$ cat config.mk
export PLATFORM = sky130hd
export DESIGN_NAME = led_frame_scheduler
export DESIGN_NICKNAME = d
export VERILOG_FILES = /design/src/rtl/led_ctrl_pkg.sv /design/src/rtl/led_wr_arbiter.sv /design/src/rtl/led_frame_scheduler.sv
export SDC_FILE = /design/constraint.sdc
export NUM_CORES = 1
export LEC_CHECK = 0
export CAP_MARGIN = 5
export CORE_MARGIN = 8
export CORE_UTILIZATION = 25
export CTS_CLUSTER_SIZE = 25
export DETAILED_ROUTE_END_ITERATION = 7
export PLACE_DENSITY = 0.47
export SLEW_MARGIN = 20
export SYNTH_ARGS = -nofsm -noshare
export SYNTH_HDL_FRONTEND = slang
export SYNTH_SLANG_ARGS = --single-unit
$ cat constraint.sdc
create_clock -name clk -period 2.2 [get_ports clk]
set_input_delay 0.44 -clock clk [delete_from_list [all_inputs] [get_ports clk]]
set_output_delay 0.44 -clock clk [all_outputs]
set_load 0.05 [all_outputs]
$ cat src/rtl/led_ctrl_pkg.sv
// Shared constants and frame FSM encoding for the LED frame scheduler.
package led_ctrl_pkg;

    localparam int NUM_LEDS = 8;
    localparam int COLOR_W  = 24;
    localparam int IDX_W    = 3;

    typedef enum logic [2:0] {
        IDLE,
        LATCH,
        START,
        WAIT_HI,
        WAIT_LO
    } frame_state_e;

endpackage

$ cat src/rtl/led_wr_arbiter.sv
// Two-way round-robin write arbiter (host vs status) with a block input.
module led_wr_arbiter
    import led_ctrl_pkg::*;
(
    input  logic               clk,
    input  logic               reset,
    input  logic               block_i,
    input  logic               host_req_i,
    input  logic [IDX_W-1:0]   host_idx_i,
    input  logic [COLOR_W-1:0] host_color_i,
    input  logic               stat_req_i,
    input  logic [IDX_W-1:0]   stat_idx_i,
    input  logic [COLOR_W-1:0] stat_color_i,
    output logic               grant_o,
    output logic [IDX_W-1:0]   idx_o,
    output logic [COLOR_W-1:0] color_o,
    output logic               host_ack_o,
    output logic               stat_ack_o
);

    // Remembers who won last so a conflict goes to the other port.
    logic last_stat_q, last_stat_d;
    logic host_ok, stat_ok;

    always_comb begin
        host_ok     = host_req_i && !block_i;
        stat_ok     = stat_req_i && !block_i;
        host_ack_o  = host_ok && (!stat_ok || last_stat_q);
        stat_ack_o  = stat_ok && (!host_ok || !last_stat_q);
        grant_o     = host_ack_o || stat_ack_o;
        idx_o       = host_ack_o ? host_idx_i : stat_idx_i;
        color_o     = host_ack_o ? host_color_i : stat_color_i;
        last_stat_d = last_stat_q;
        if (host_ack_o)
            last_stat_d = 1'b0;
        else if (stat_ack_o)
            last_stat_d = 1'b1;
    end

    always_ff @(posedge clk) begin
        if (reset)
            last_stat_q <= 1'b1;
        else
            last_stat_q <= last_stat_d;
    end

endmodule

$ cat src/rtl/led_frame_scheduler.sv
// Shadow/active LED colour store with refresh timer and frame launch FSM
// handshaking with the serial WS2812 driver.
module led_frame_scheduler
    import led_ctrl_pkg::*;
#(
    parameter int NUM_LEDS       = 8,
    parameter int REFRESH_CYCLES = 1_000_000,
    parameter int BUSY_TIMEOUT   = 4096
) (
    input  logic                        clk,
    input  logic                        reset,
    input  logic                        enable,
    input  logic                        force_refresh,
    input  logic                        host_req,
    input  logic [IDX_W-1:0]            host_idx,
    input  logic [COLOR_W-1:0]          host_color,
    output logic                        host_ack,
    input  logic                        stat_req,
    input  logic [IDX_W-1:0]            stat_idx,
    input  logic [COLOR_W-1:0]          stat_color,
    output logic                        stat_ack,
    output logic                        ser_start,
    input  logic                        ser_busy,
    output logic [NUM_LEDS*COLOR_W-1:0] led_active,
    output logic [15:0]                 frame_count,
    output logic                        timeout_err
);

    localparam int TMR_W = $clog2(REFRESH_CYCLES + 1);
    localparam int TO_W  = $clog2(BUSY_TIMEOUT + 1);

    frame_state_e state_q, state_d;

    logic [NUM_LEDS-1:0][COLOR_W-1:0] shadow_q, shadow_d;
    logic [NUM_LEDS-1:0][COLOR_W-1:0] active_q, active_d;
    logic [TMR_W-1:0]   timer_q, timer_d;
    logic [TO_W-1:0]    to_cnt_q, to_cnt_d;
    logic [15:0]        frames_q, frames_d;
    logic               dirty_q, dirty_d;
    logic               pending_q, pending_d;
    logic               err_q, err_d;
    logic               tick, trigger, to_hit, block;
    logic               wr_en;
    logic [IDX_W-1:0]   wr_idx;
    logic [COLOR_W-1:0] wr_color;

    led_wr_arbiter u_arb (
        .clk          (clk),
        .reset        (reset),
        .block_i      (block),
        .host_req_i   (host_req),
        .host_idx_i   (host_idx),
        .host_color_i (host_color),
        .stat_req_i   (stat_req),
        .stat_idx_i   (stat_idx),
        .stat_color_i (stat_color),
        .grant_o      (wr_en),
        .idx_o        (wr_idx),
        .color_o      (wr_color),
        .host_ack_o   (host_ack),
        .stat_ack_o   (stat_ack)
    );

    // force_refresh triggers directly as well as via pending, so a pulse in
    // IDLE reaches START two cycles later.
    assign tick    = enable && (timer_q == TMR_W'(REFRESH_CYCLES - 1));
    assign trigger = enable && (pending_q || force_refresh || (tick && dirty_q));
    assign to_hit  = (to_cnt_q == TO_W'(BUSY_TIMEOUT - 1));

    always_ff @(posedge clk) begin
        if (reset)
            state_q <= IDLE;
        else
            state_q <= state_d;
    end

    always_comb begin
        state_d = state_q;
        case (state_q)
            IDLE:    if (trigger) state_d = LATCH;
            LATCH:   state_d = START;
            START:   state_d = WAIT_HI;
            WAIT_HI: begin
                if (ser_busy)
                    state_d = WAIT_LO;
                else if (to_hit)
                    state_d = IDLE;
            end
            WAIT_LO: if (!ser_busy) state_d = IDLE;
            default: state_d = IDLE;
        endcase
    end

    always_comb begin
        ser_start = (state_q == START);
        block     = (state_q == LATCH);
    end

    always_comb begin
        shadow_d  = shadow_q;
        active_d  = active_q;
        dirty_d   = dirty_q;
        pending_d = pending_q;
        to_cnt_d  = to_cnt_q;
        frames_d  = frames_q;
        err_d     = err_q;
        timer_d   = '0;
        if (enable)
            timer_d = tick ? '0 : timer_q + 1'b1;
        if (wr_en) begin
            shadow_d[wr_idx] = wr_color;
            dirty_d          = 1'b1;
        end
        if (state_q == IDLE && trigger)
            pending_d = 1'b0;
        else if (force_refresh)
            pending_d = 1'b1;
        case (state_q)
            LATCH: begin
                active_d = shadow_q;
                dirty_d  = 1'b0;
            end
            START:   to_cnt_d = '0;
            WAIT_HI: begin
                to_cnt_d = to_cnt_q + 1'b1;
                if (!ser_busy && to_hit)
                    err_d = 1'b1;
            end
            WAIT_LO: if (!ser_busy) frames_d = frames_q + 16'd1;
            default: ;
        endcase
    end

    always_ff @(posedge clk) begin
        if (reset) begin
            shadow_q  <= '0;
            active_q  <= '0;
            timer_q   <= '0;
            to_cnt_q  <= '0;
            frames_q  <= '0;
            dirty_q   <= 1'b0;
            pending_q <= 1'b0;
            err_q     <= 1'b0;
        end else begin
            shadow_q  <= shadow_d;
            active_q  <= active_d;
            timer_q   <= timer_d;
            to_cnt_q  <= to_cnt_d;
            frames_q  <= frames_d;
            dirty_q   <= dirty_d;
            pending_q <= pending_d;
            err_q     <= err_d;
        end
    end

    assign led_active  = active_q;
    assign frame_count = frames_q;
    assign timeout_err = err_q;

endmodule

**Word level (Yosys, flattened, before mapping)**

Index checks and enable logic that the tools add are counted.

- Register bits after elaboration: 440
- Output and inout port bits: 212
- Logic and storage cells: 82

- $add $sub $neg: 3
- Order comparisons: 2
- Muxes and demuxes: 13
- Reduce and logical (&&, ||, !) cells: 29
- Bitwise operators: 2
- Equality and inequality tests: 9

Operators with widths:

| operator | count |
|---|---|
| bitwise mux 192 bit | 1 |
| demux 24 bit (select 3 bit) | 1 |
| 2-to-1 mux 24 bit | 2 |
| case mux 13 bit (2 select lines) | 1 |
| adder 20 x 1 -> 20 bit (second input constant) | 1 |
| equality test 20 bit (second input constant) | 1 |
| adder 16 x 1 -> 16 bit (second input constant) | 1 |
| 2-to-1 mux 3 bit | 5 |
| case mux 3 bit (5 select lines) | 1 |
| adder 13 x 1 -> 13 bit (second input constant) | 1 |
| equality test 13 x 12 -> 1 bit (second input constant) | 1 |
| logical AND 1 bit | 10 |
| equality test 3 x 2 -> 1 bit (second input constant) | 2 |
| logical NOT 1 bit | 5 |
| logical OR 1 bit | 5 |
| less-than comparator 3 x 4 -> 1 bit (second input constant) | 1 |
| inequality test 2 bit (second input constant) | 2 |
| AND reduction 2 bit | 2 |
| nonzero test 2 bit | 2 |
| OR reduction 2 bit | 2 |
| equality test 3 x 1 -> 1 bit (second input constant) | 1 |
| equality test 3 bit (second input constant) | 1 |
| greater-or-equal comparator 3 x 1 -> 1 bit (second input constant) | 1 |
| logical NOT 3 bit | 1 |
| 5 further kinds | 7 |

**Logic depth before layout (Yosys ltp)**

Gate-level depths: netlist of run 1.

- Depth in word-level cells: 12
- Gate-level depth with buffers: 8
- Gate-level depth less buffers: 5

**Hierarchy**

From an unflattened synthesis of run 1, not the netlist that was laid out.

- Cells, all modules: 2067
- Area total of the unflattened synthesis: 16313.1 um2

Modules (own cells, without submodules):

| module | instances | area an instance (um2) | cells each |
|---|---|---|---|
| led_frame_scheduler | 1 | 15813.9 | 2026 |
| led_wr_arbiter | 1 | 499.2 | 41 |

**Least setup slack after synthesis of run 1**

No wires, ideal clock.

- Kind: flip-flop to output port
- Start point: reg state_q[0]
- End point: out host_ack
- Path slack: -0.622 ns
- Stages on the path, launching flop included: 8
- Data arrival time: 2.382 ns
- Buffers on the path: 5
- Cells stage by stage: dfxtp_1 buf_4 nor3b_1 buf_2 buf_2 buf_2 buf_1 nor3_1

- Longest elaborated chain between the ends: 6

Ends and longest elaborated chain:

| what | line | RTL |
|---|---|---|
| start: declaration | led_frame_scheduler.sv:32 | `frame_state_e state_q, state_d;` |
| start signal: assignment | led_frame_scheduler.sv:74 | `state_q <= state_d;` |
| equality test 3 x 1 -> 1 bit (*) | led_frame_scheduler.sv:96 | `block = (state_q == LATCH);` |
| logical NOT 1 bit (*) | led_wr_arbiter.sv:26, led_wr_arbiter.sv:27 |  |
| logical AND 1 bit | led_wr_arbiter.sv:27 | `stat_ok = stat_req_i && !block_i;` |
| logical NOT 1 bit | led_wr_arbiter.sv:28 | `host_ack_o = host_ok && (!stat_ok \|\| last_stat_q);` |
| logical OR 1 bit | led_wr_arbiter.sv:28 |  |
| logical AND 1 bit (*) | led_wr_arbiter.sv:28 |  |
| end: declaration | led_frame_scheduler.sv:17 | `output logic host_ack,` |

Every way passes the cells marked *; elsewhere a longest branch is shown, timed or not.

**Final worst setup path of run 1**

- Start point: reg u_arb.last_stat_q
- End point: out host_ack

- Longest elaborated chain between the ends: 2

Ends and longest elaborated chain:

| what | line | RTL |
|---|---|---|
| start: declaration | led_wr_arbiter.sv:22 | `logic last_stat_q, last_stat_d;` |
| start signal: assignment | led_wr_arbiter.sv:44 | `last_stat_q <= last_stat_d;` |
| logical OR 1 bit | led_wr_arbiter.sv:28 |  |
| logical AND 1 bit | led_wr_arbiter.sv:28 |  |

Every way passes these cells.

==> results.sh, run 1 <==
export IMPL_synth_cell_type_count=61
export IMPL_yosys_top_cells_area="dfxtp_1 51%, mux2i_1 11%, nand2_1 8.7%"
export IMPL_rr_worst_depth=7
export IMPL_cp_arrival_ps=1700
export IMPL_utilization=0.342
export IMPL_placed_cell_area_sq_um=21800
export IMPL_antenna_found_initial=6
export IMPL_num_vias=14200
export IMPL_path_clk_slew_ps=60
export IMPL_startpoint_type="register"
export IMPL_finalInstanceArea_sq_um=23500
export IMPL_yosysSeqAreaShare=0.508
export IMPL_hold_viol=0
export IMPL_hold_path_depth=2
export IMPL_synthCells=1889
export IMPL_die_area_sq_um=78100
export IMPL_gp_congestion=0.766
export IMPL_initial_utilization=0.252
export IMPL_dp_hpwl_um=39700
export IMPL_post_place_ws_ps=-304
export IMPL_grt_max_degree=97
export IMPL_synth_top_area_cell="dfxtp_1"
export IMPL_routed_wl_um=60000
export IMPL_multiInputGateArea_sq_um=7900
export IMPL_cp_max_fo=25
export IMPL_num_io_pins=273
export IMPL_syn_area_sq_um=17300
export IMPL_grt_pass1_wl_um=88900
export IMPL_cts_sinks=440
export IMPL_hold_path_class="in -> reg"
export IMPL_rr_startpoint="state_q[1]"
export IMPL_drv_slew=0
export IMPL_leakagePower_nw=10.0
export IMPL_setup_tns_final_ps=0
export IMPL_peakVddDrop_mv=0.527
export IMPL_slew_limit_headroom=0.431
export IMPL_startpoint="u_arb.last_stat_q"
export IMPL_ys_flop_type="dfxtp_1"
export IMPL_regArea_sq_um=8820
export IMPL_max_freq_ghz=0.467
export IMPL_synth_top_area_share=0.508
export IMPL_cts_buffers=50
export IMPL_syn_area_per_cell_sq_um=9.18
export IMPL_die_x_um=279
export IMPL_grt_pass1_vias=14200
export IMPL_worst_r2r_endpoint="led_active[31]"
export IMPL_syn_to_final_growth_pct=35.4
export IMPL_post_route_period_util=0.973
export IMPL_wl_per_cell_um=19.1
export IMPL_htreeDepth=2
export IMPL_synthTopCellsByCount="440 x dfxtp_1, 403 x nand2_1, 221 x a21oi_1, 197 x nand2b_1, 193 x mux2i_1"
export IMPL_cts_root_buf="clkbuf_16"
export IMPL_drc=0
export IMPL_status="complete, no violations"
export IMPL_cts_tree="built"
export IMPL_crit_type="reg -> out"
export IMPL_setup_viol=0
export IMPL_cts_buffer_depth=3
export IMPL_drtIter0Drc=858
export IMPL_die_y_um=279
export IMPL_yosysWarningCount=0
export IMPL_worst_setup_path_end_kind="output port"
export IMPL_rows=96
export IMPL_power_per_cell_area_nw_per_um2=904
export IMPL_core_region_area_sq_um=68700
export IMPL_postSynth_asyncResetShare=0
export IMPL_hold_buffers=0
export IMPL_fin_nets=2233
export IMPL_worst_pin_slew_ps=854
export IMPL_finalClockSkew_ps=27.6
export IMPL_synth_seq_cells=440
export IMPL_maxCapViolCount=0
export IMPL_rsz0062_at_grt="yes"
export IMPL_required_ps=1760
export IMPL_numPortBuffers=272
export IMPL_synth_most_common_cell="dfxtp_1"
export IMPL_grt_usage=0.147
export IMPL_drt_antenna_violating_nets=0
export IMPL_clock_latency_ps=590
export IMPL_gr_total_overflow=0
export IMPL_ff2ff_setup_slack_ps=120
export IMPL_min_to="led_active[44]"
export IMPL_syn_nets=1953
export IMPL_drive_gt1_frac=0.0994
export IMPL_fillCellCount=7145
export IMPL_period_minus_slack_ps=2140
export IMPL_layout_setup_ws_ps=59.5
export IMPL_first_pass_iters=5
export IMPL_viasPerCell=4.52
export IMPL_min_from="reset"
export IMPL_synth_edf_count=0
[worst max-delay path by stage]
stage | to | slack [ps] | cells past startpoint
finish | host_ack | 60 | 4
global route | host_ack | -9 | 5
CTS | led_active[146] | 1 | 1
detailed placement | shadow_q[56] | -300 | 7
global placement | shadow_q[71] | -270 | 7
floorplan | stat_ack | -200 | 7
[layout by cell type (no fill, tap or decap), types with 4 or more instances in the layout]
cell type          n
a21o_1            25
a21oi_1          221
a31oi_1            6
and3_1             5
buf_12            44
buf_4             54
buf_6              4
bufinv_16          8
clkbuf_1           9
clkbuf_16         52
clkbuf_8          10
clkdlybuf4s50_1   58
clkinv_2           5
dfxtp_1          437
diode_2            5
dlygate4sd2_1    201
inv_1              9
mux2i_1          193
nand2_1          403
nand2b_1         196
nand3_1           18
nand4_1           32
nor2_1            38
nor3_1            10
o211ai_4           6
o21ai_0           20
o31ai_1           32
or3_1             11
or4_1             10
xnor2_1           10
xor2_1             9
[worst max-delay path, stage by stage (launching register included)]
cell and delay [ps]:
dfxtp_2 340, and2b_2 250, buf_12 160, nor3_4 200
buf_12 160
[cell families after synthesis]
family,Yosys count,synth area share
adder cells (fa/ha/maj),3,0.00216
flip-flops,440,0.508
multiplexers,193,0.111
XOR/XNOR,19,0.00959
AO/OA/AOI/OAI,331,0.118
buffers and inverters,151,0.0402
AND/OR/NAND/NOR,752,0.211
[state kept, by name, summed over array words and instances (netlist names)]
signal,flops
led_active,192
shadow_q,192
timer_q,20
frame_count,16
to_cnt_q,13
state_q,3
dirty_q,1
pending_q,1
timeout_err,1
u_arb.last_stat_q,1
[power breakdown]
group          internal [mW]  switching [mW]
clock                   5.51            3.40
combinational           1.34            2.53
sequential              8.26           0.172
total                   15.1            6.10
[layer usage]
metal	vias up	track usage	part of all wire	routed length, um
met1	6831	0.183	0.44	26400
met2	312	0.252	0.48	28700
met3	92	0.0342	0.054	3240
li1	6940	-	-	-
met4	4	0.0440	0.028	1660
met5	-	0	0.00043	26
[what timing repair did]
| action | in CTS | in global routing |
|---|---|---|
| pin swaps | 1 | 2 |
| setup buffers | 5 | 7 |
| gates cloned | 0 | 2 |
| setup endpoints to repair | 203 | 31 |
| gates resized for setup | 218 | 10 |
| hold endpoints to repair | 0 | 0 |
[area by class of cell]
type	instances	share of cell area
inverter	10	0.00160
antenna	5	0.000533
multi-input combinational	1298	0.336
sequential	440	0.375
clock buffer	70	0.0616
tap	931	0.0496
timing repair buffer	369	0.162
clock inverter	17	0.0134
[metrics by stage]
step | instances | power (mW) | hold slack, ps
5_1_grt | 3139 | 22.1 | 300
3_5_place_dp | 3034 | 12.4 | 446
2_1_floorplan | 1889 | 10.7 | 426
4_1_cts | 3126 | 21.5 | 270
3_3_place_gp | 3034 | 12.4 | 436
6_report | 3140 | 21.2 | 308
(Power assumes the default switching activity.)
==> run 2: changes to the inputs <==
REMOVE_ABC_BUFFERS = 1   (was unset)
==> run 2 against run 1 <==
Compared with the run above: utilization rose by 0.23 points; combinational power rose by 2%; clock skew fell by 14 ps; maximum frequency fell by 0.87%; clock-buffer cell count rose by 5; non-clock buffer count rose by 28; worst hold slack got worse by 30 ps; register-to-register slack barely moved; cell area rose by 0.66%; global-route usage fell by 0.14 points; critical endpoint unchanged; largest cell class unchanged; highest routed layer unchanged.
==> results.sh, run 2 (synthesis results as in run 1) <==
export IMPL_setup_viol=0
export IMPL_fin_nets=2261
export IMPL_finalClockSkew_ps=13.8
export IMPL_rr_startpoint="state_q[2]"
export IMPL_maxCapViolCount=0
export IMPL_peakVddDrop_mv=0.574
export IMPL_rr_worst_depth=8
export IMPL_grt_max_degree=61
export IMPL_layout_setup_ws_ps=40.7
export IMPL_hold_path_class="in -> reg"
export IMPL_die_area_sq_um=78100
export IMPL_num_vias=14300
export IMPL_grt_pass1_wl_um=89700
export IMPL_cts_root_buf="clkbuf_16"
export IMPL_startpoint="u_arb.last_stat_q"
export IMPL_worst_pin_slew_ps=573
export IMPL_die_x_um=279
export IMPL_path_clk_slew_ps=60
export IMPL_cts_buffers=50
export IMPL_worst_setup_path_end_kind="output port"
export IMPL_numPortBuffers=272
export IMPL_regArea_sq_um=8820
export IMPL_slew_limit_headroom=0.615
export IMPL_max_stage_delay_ps=370
export IMPL_drive_gt1_frac=0.109
export IMPL_worst_r2r_endpoint="shadow_q[11]"
export IMPL_leakagePower_nw=10.2
export IMPL_cpLargestDelayFamily="buffers and inverters"
export IMPL_final_cell_mix="436 x dfxtp_1, 403 x nand2_1, 221 x a21oi_1"
export IMPL_crit_buf_inv=3
export IMPL_die_y_um=279
export IMPL_dp_hpwl_um=40900
export IMPL_status="complete, no violations"
export IMPL_drt_antenna_violating_nets=0
export IMPL_drv_slew=0
export IMPL_post_route_period_util=0.981
export IMPL_gr_total_overflow=0
export IMPL_holdWs_ps=278
export IMPL_startpoint_type="register"
export IMPL_cpMostUsedCell="buf_12"
export IMPL_gp_congestion=0.753
export IMPL_clock_latency_ps=590
export IMPL_rsz0062_at_grt="yes"
export IMPL_n_antenna_cell=0
export IMPL_grt_usage=0.146
export IMPL_routed_wl_um=58900
export IMPL_num_io_pins=273
export IMPL_cp_arrival_ps=1720
export IMPL_htreeDepth=2
export IMPL_max_freq_ghz=0.463
export IMPL_syn_to_final_growth_pct=36.3
export IMPL_post_place_ws_ps=-273
export IMPL_path_cells="and2b_4, buf_12, buf_12, nor3_4, buf_6"
export IMPL_cts_buffer_depth=3
export IMPL_cts_tree="built"
export IMPL_ff2ff_setup_slack_ps=110
export IMPL_required_ps=1760
export IMPL_cp_max_fo=11
export IMPL_drtIter0Drc=812
export IMPL_cts_sinks=440
export IMPL_crit_type="reg -> out"
export IMPL_crit_end="host_ack"
export IMPL_drc=0
export IMPL_first_pass_iters=5
export IMPL_power_per_cell_area_nw_per_um2=885
export IMPL_viasPerCell=4.52
export IMPL_rows=96
export IMPL_initial_utilization=0.252
export IMPL_wl_per_cell_um=18.6
export IMPL_grt_pass1_vias=14600
export IMPL_cp_slowest_cell="dfxtp_4"
export IMPL_multiInputGateArea_sq_um=7890
export IMPL_crit_cells=5
export IMPL_hold_viol=0
export IMPL_period_minus_slack_ps=2160
export IMPL_core_region_area_sq_um=68700
export IMPL_fillCellCount=7150
export IMPL_final_common_cell="dfxtp_1"
export IMPL_antenna_found_initial=7
-- run 2: cell types whose count changed in the layout (fill, tap and decap cells not counted), moves of 2 or more --
cell and delta:
bufinv_16 -3, clkinv_2 +2, diode_2 -5, buf_6 -2, dfxtp_2 +2, buf_4 +26
dlymetal6s2s_1 +5, buf_12 +3, dlygate4sd2_1 -3, clkbuf_1 +4, clkbuf_8 +2
-- run 2: power by group --
group	internal (mW)	leakage, nW	switching (mW)
Sequential	8.26	3.55	0.181
Combinational	1.45	5.82	2.49
Clock	5.17	0.832	3.38
Total	14.9	10.2	6.05
-- run 2: layout make-up --
class,instances,area share
sequential,440,0.373
multi-input combinational,1298,0.333
timing repair buffer,397,0.172
clock buffer,75,0.0620
tap,931,0.0493
clock inverter,15,0.00926
inverter,10,0.00159
-- run 2: worst min path at each step --
stage / slack, ps / cells past startpoint / from / endpoint
detailed placement: 440 / 2 / shadow_q[133] / led_active[133]
floorplan: 430 / 1 / timer_q[0] / timer_q[0]
CTS: 230 / 2 / reset / led_active[117]
global route: 250 / 2 / reset / led_active[190]
global placement: 440 / 1 / timer_q[0] / timer_q[0]
finish: 280 / 2 / reset / led_active[117]
-- run 2: metrics by stage --
step / total power [mW] / util / std cells / instance area (sq um) / TNS, ps
floorplan: 9.89 / - / 1748 / 16700 / -4767940
global route: 21.8 / 0.344 / 3166 / 23600 / -37.1
detailed placement: 12.4 / 0.320 / 3063 / 22000 / -31360
finish: 20.9 / 0.344 / 3166 / 23600 / 0
global placement: 12.4 / 0.320 / 3063 / 22000 / -24360
CTS: 21.1 / 0.342 / 3155 / 23500 / -58.6
-- run 2: timing repair --
item                                    CTS  global route
pin swaps                                 1             1
hold buffers                              0             0
gates resized for setup                 209            10
buffers inserted                          1            10
endpoints found under the setup margin  199            11
cloned                                    1             1
hold endpoints to repair                  0             0
-- run 2: layer usage --
metal	global-route usage	vias to the layer above	wire length, um
met5	0	-	61
li1	-	7022	-
met3	0.0352	88	3130
met2	0.237	306	27200
met4	0.0428	10	1540
met1	0.190	6886	27000
